--- src/rtl/montgomery_mul_r2.sv ---
// Bit-serial radix-2 Montgomery multiplier.
// Computes io_A * io_B * 2^-WIDTH mod io_M, one multiplier bit per cycle.
//
// Ports:
//   clock          rising-edge system clock
//   reset          asynchronous, active-high; clears all state
//   io_in_valid    operand tuple {io_A, io_B, io_M} is valid
//   io_in_ready    tuple can be accepted (IDLE only)
//   io_A, io_B     operands, both expected < io_M
//   io_M           modulus, expected odd
//   io_out_valid   io_result / io_err are valid (held until io_out_ready)
//   io_out_ready   downstream accepts the result
//   io_result      A*B*2^-WIDTH mod M (0 when io_M was even)
//   io_err         modulus was even
//   io_busy        iterating or doing the final reduction
//
// Latency is fixed: io_out_valid rises WIDTH+2 edges after the accepting edge.

module montgomery_mul_r2 #(
  parameter int unsigned WIDTH = 128
) (
  input  logic             clock,
  input  logic             reset,
  input  logic             io_in_valid,
  output logic             io_in_ready,
  input  logic [WIDTH-1:0] io_A,
  input  logic [WIDTH-1:0] io_B,
  input  logic [WIDTH-1:0] io_M,
  output logic             io_out_valid,
  input  logic             io_out_ready,
  output logic [WIDTH-1:0] io_result,
  output logic             io_err,
  output logic             io_busy
);

  typedef enum logic [1:0] {
    IDLE  = 2'd0,
    CALC  = 2'd1,
    FINAL = 2'd2,
    DONE  = 2'd3
  } state_t;

  localparam int unsigned CW = $clog2(WIDTH) + 1;
  localparam logic [CW-1:0] LAST = CW'(WIDTH - 1);

  state_t           state_q, state_d;
  logic [WIDTH-1:0] a_q, a_d;        // shifted right each iteration; a_q[0] is A[i]
  logic [WIDTH-1:0] b_q, b_d;
  logic [WIDTH-1:0] m_q, m_d;
  logic [WIDTH+1:0] s_q, s_d;        // accumulator, stays < 2M
  logic [CW-1:0]    i_q, i_d;
  logic             err_q, err_d;
  logic             fin_q, fin_d;    // second cycle of FINAL
  logic             ge_q, ge_d;      // S >= M
  logic [WIDTH-1:0] diff_q, diff_d;  // S - M, low WIDTH bits
  logic [WIDTH-1:0] result_q, result_d;

  // Pre-shift sum is < 4M; one extra bit keeps even out-of-contract
  // operands from wrapping before the shift.
  logic             q_bit;
  logic [WIDTH+2:0] sum;

  always_comb begin
    state_d  = state_q;
    a_d      = a_q;
    b_d      = b_q;
    m_d      = m_q;
    s_d      = s_q;
    i_d      = i_q;
    err_d    = err_q;
    fin_d    = fin_q;
    ge_d     = ge_q;
    diff_d   = diff_q;
    result_d = result_q;

    q_bit = s_q[0] ^ (a_q[0] & b_q[0]);
    sum   = {1'b0, s_q}
          + (a_q[0] ? {3'b000, b_q} : '0)
          + (q_bit  ? {3'b000, m_q} : '0);

    unique case (state_q)
      IDLE: begin
        if (io_in_valid) begin
          a_d     = io_A;
          b_d     = io_B;
          m_d     = io_M;
          s_d     = '0;
          i_d     = '0;
          err_d   = ~io_M[0];
          fin_d   = 1'b0;
          state_d = CALC;
        end
      end

      CALC: begin
        s_d = (WIDTH + 2)'(sum >> 1);
        a_d = a_q >> 1;
        i_d = i_q + CW'(1);
        if (i_q == LAST) begin
          state_d = FINAL;
        end
      end

      // FINAL spans two cycles: the wide compare/subtract is registered
      // first, then the select; this sets the WIDTH+2 latency.
      FINAL: begin
        if (!fin_q) begin
          ge_d   = (s_q >= {2'b00, m_q});
          diff_d = WIDTH'(s_q - {2'b00, m_q});
          fin_d  = 1'b1;
        end else begin
          result_d = err_q ? '0 : (ge_q ? diff_q : WIDTH'(s_q));
          fin_d    = 1'b0;
          state_d  = DONE;
        end
      end

      DONE: begin
        if (io_out_ready) begin
          state_d = IDLE;
        end
      end

      default: state_d = IDLE;
    endcase
  end

  always_ff @(posedge clock or posedge reset) begin
    if (reset) begin
      state_q  <= IDLE;
      a_q      <= '0;
      b_q      <= '0;
      m_q      <= '0;
      s_q      <= '0;
      i_q      <= '0;
      err_q    <= 1'b0;
      fin_q    <= 1'b0;
      ge_q     <= 1'b0;
      diff_q   <= '0;
      result_q <= '0;
    end else begin
      state_q  <= state_d;
      a_q      <= a_d;
      b_q      <= b_d;
      m_q      <= m_d;
      s_q      <= s_d;
      i_q      <= i_d;
      err_q    <= err_d;
      fin_q    <= fin_d;
      ge_q     <= ge_d;
      diff_q   <= diff_d;
      result_q <= result_d;
    end
  end

  assign io_in_ready  = (state_q == IDLE);
  assign io_out_valid = (state_q == DONE);
  assign io_busy      = (state_q == CALC) || (state_q == FINAL);
  assign io_result    = result_q;
  assign io_err       = err_q;

endmodule

--- config.mk ---
export PLATFORM = sky130hd
export DESIGN_NAME = montgomery_mul_r2
export DESIGN_NICKNAME = d
export VERILOG_FILES = /design/src/rtl/montgomery_mul_r2.sv
export SDC_FILE = /design/constraint.sdc
export NUM_CORES = 2
export LEC_CHECK = 0
export ABC_CLOCK_PERIOD_IN_PS = 57300
export CAP_MARGIN = 20
export CORE_MARGIN = 2
export CORE_UTILIZATION = 35
export CTS_BUF_LIST = sky130_fd_sc_hd__clkbuf_8
export DETAILED_ROUTE_END_ITERATION = 10
export GPL_ROUTABILITY_DRIVEN = 0
export MAX_ROUTING_LAYER = met4
export PLACE_DENSITY = 0.57
export REMOVE_ABC_BUFFERS = 1
export SETUP_SLACK_MARGIN = 0.5
export SYNTH_ARGS = -nofsm -noshare
export SYNTH_HDL_FRONTEND = slang
export SYNTH_SLANG_ARGS = --single-unit
--- constraint.sdc ---
create_clock -name clock -period 57.3 [get_ports clock]
set_input_delay 11.46 -clock clock [delete_from_list [all_inputs] [get_ports clock]]
set_output_delay 11.46 -clock clock [all_outputs]
set_load 0.02 [all_outputs]
==> flow_summary.json <==
{
  "vias_per_cell": 5.41,
  "grt_max_degree": 197,
  "switching_power_mw": 0.293,
  "cp-start-kind": "input port",
  "cts-resized-gates": 0,
  "post_cts_buffers": 0,
  "synthTopCellsByArea": "dfrtp_1 (38%), o21ai_0 (6.7%), ha_1 (6.4%)",
  "syn_inst": 5550,
  "min_period_over_period_pct": 24.9,
  "r2r-start": "a_q[0]",
  "setup_slack_ps": 43050,
  "yosysMostFrequentCell": "dfrtp_1",
  "cts_root_buffer": "clkbuf_8",
  "slowest_stage": "o21a_4",
  "cts_max_level": 4,
  "grt_usage_pct": 24.4,
  "io_pins": 520,
  "required_ps": 58040,
  "finalPower_mw": 1.21,
  "yosys.area.top_type": "dfrtp_1",
  "clockPowerShare_pct": 50.0,
  "maxSlewViolCount": 0,
  "avgRoutedWirePerCell_um": 22.3,
  "crit_type": "in -> reg",
  "postRouteWirelength_um": 178000,
  "worstSetupStartpoint": "io_in_valid",
  "fin_tns_setup_ps": 0,
  "crit_top_cell": "buf_4",
  "cp_data_arrival_time_ps": 14990,
  "cp_cell_sequence": "clkdlybuf4s50_1 -> nand2_4 -> o21a_4 -> buf_4 -> buf_4 -> o21ai_0",
  "max_stage_delay_ps": 860,
  "ys_seq_elements": 783,
  "setup_violations": 0,
  "p_leak_nw": 28.8,
  "grt_pass1_wl_um": 271000,
  "ys_seq_area_share_pct": 38.3,
  "core_area_um2": 146000,
  "r2r_setup_slack_ps": 49990,
  "area_delta_synth_final_pct": 19.8,
  "irDropWorstVdd_mv": 0.0188,
  "yosys_warnings": 0,
  "finClkSkew_ps": 69.6,
  "vias": 43229,
  "p_int_mw": 0.915,
  "grt_setup_unrepaired": "false",
  "die-height_um": 387,
  "drc_errors": 0,
  "synthFlopType": "dfrtp_1",
  "cp-end-kind": "register",
  "drv_cap": 0,
  "placementRows": 140,
  "power_frac_comb_pct": 3.8,
  "async_reset_ff_share_pct": 100,
  "detail-route-antenna-nets": 0,
  "cts_buffer_depth": 3,
  "switching_share_pct": 24.3,
  "grt.overflow.total": 0,
  "dieArea_um2": 149000,
  "synth_top_area_share_pct": 38.3,
  "drive_gt1_share_pct": 9.29,
  "dp_hpwl_um": 136000,
  "min-delay-start": "io_result[55]",
  "ys_types": 90,
  "clock_latency_ps": 940,
  "grt_pass1_vias": 43096,
  "nNetsFinal": 6739,
  "hold_buffers": 0,
  "first_pass_iters": 6,
  "synth_edf_count": 0,
  "worst_pin_slew_ps": 1140,
  "cts_made_buffers": 154,
  "portBuffers": 519,
  "cts.clk_slew.worst_paths_ps": 60,
  "placed_cell_area_um2": 58100,
  "antenna_found_initial": 8,
  "ys_top_cells_by_count": "dfrtp_1 (783), nand2_1 (777), o21ai_0 (688)",
  "dieWidth_um": 387,
  "syn_area_um2": 51200,
  "status": "finished, final reports clean",
  "relSlewSlack_pct": 24.2,
  "utilization_pct": 42.1,
  "cts.sinks": 783,
  "pre_cts_ws_ps": 42110,
  "hold_viol": 0,
  "hold_path_class": "reg -> reg",
  "max_freq_ghz": 0.0702,
  "drt-initial-drc-count": 3928,
  "cts_tree": "built",
  "synth_area_per_cell_um2": 9.23,
  "post-route-min-period_ps": 14250,
  "p_per_area_nw_per_um2": 19.7,
  "crit_path_max_fanout": 102,
  "start_util_pct": 35.2,
  "p_seq_share_pct": 46.2,
  "final_area_um2": 61300
}
power groups by stage:
stage | logic, mW | registers (mW) | clock network (mW)
after floorplan | 0.0108 | 0.568 | 0
after global routing | 0.0510 | 0.558 | 0.648
after detailed placement | 0.0475 | 0.568 | 0
final | 0.0462 | 0.558 | 0.604
after global placement | 0.0473 | 0.568 | 0
after CTS | 0.0477 | 0.558 | 0.624
sequential cells by signal (all words and copies together) (netlist names):
register	flops
s_q	130
a_q	128
b_q	128
diff_q	128
io_result	128
m_q	128
i_q	8
state_q	2
fin_q	1
ge_q	1
io_err	1
critical path, delay by kind of cell:
kind                   cells  cell delay (ps)
AND/OR/NAND/NOR            1              320
AO/OA/AOI/OAI              2             1070
buffers and inverters      3             1990
placed cells by master (no fill, tap or decap), types with 33 or more instances in the layout:
cell / count
a21o_1: 91
a21oi_1: 384
a31oi_1: 41
and2_1: 267
buf_4: 34
clkbuf_8: 190
clkdlybuf4s50_1: 519
dfrtp_1: 781
fa_1: 129
ha_1: 260
inv_1: 252
mux2_2: 258
mux2i_1: 257
nand2_1: 774
nand3_1: 37
nand4_1: 118
nor2_1: 216
nor3_1: 42
o21a_1: 33
o21ai_0: 688
o21ai_1: 34
o21bai_1: 61
xnor2_1: 141
xor2_1: 106
cells by family (layout without fill, tap and decap cells):
family                     Yosys count  count (layout)  share of synthesized area [%]
and+or+nand+nor                   1596            1596                           14.6
AOI/OAI and AO/OA                 1506            1506                           17.0
DFF                                783             783                           38.3
muxes                              515             515                           10.7
buffers and inverters              512            1031                           3.77
adders and majority gates          391             391                           11.4
xor gates and xnor gates           247             247                           4.22
other                                0               8                              0
per-layer routing:
metal	wire length, um	vias to the layer above	track usage [%]
li1	-	20265	-
met1	80100	21053	32.6
met2	80000	1602	37.0
met3	12600	309	4.69
met4	5620	0	8.01
met5	0	-	-
stage by stage:
stage,cells,hold WS [ps]
final,7994,473
after global routing,7991,497
after CTS,7985,479
after detailed placement,7720,467
after global placement,7720,460
after floorplan,5248,445
final timing paths:
kind | endpoint | depth (start not counted)
max in group asynchronous | s_q[98] | 4
setup / recovery | a_q[64] | 6
setup reg to reg | s_q[127] | 17
hold / removal | io_result[55] | 2
hold reg to reg | io_result[55] | 2
min in group asynchronous | m_q[36] | 2
layout make-up:
class                      instances  area (um2)
sequential                       783       19600
clock inverter                    75         621
timing repair buffer             556        5520
clock buffer                     190        2620
inverter                         210         796
fill                           14334       84200
multi-input combinational       4255       29800
tap                             1917        2400
antenna                            8        20.0
No activity file was read; power rests on OpenSTA's default activity.
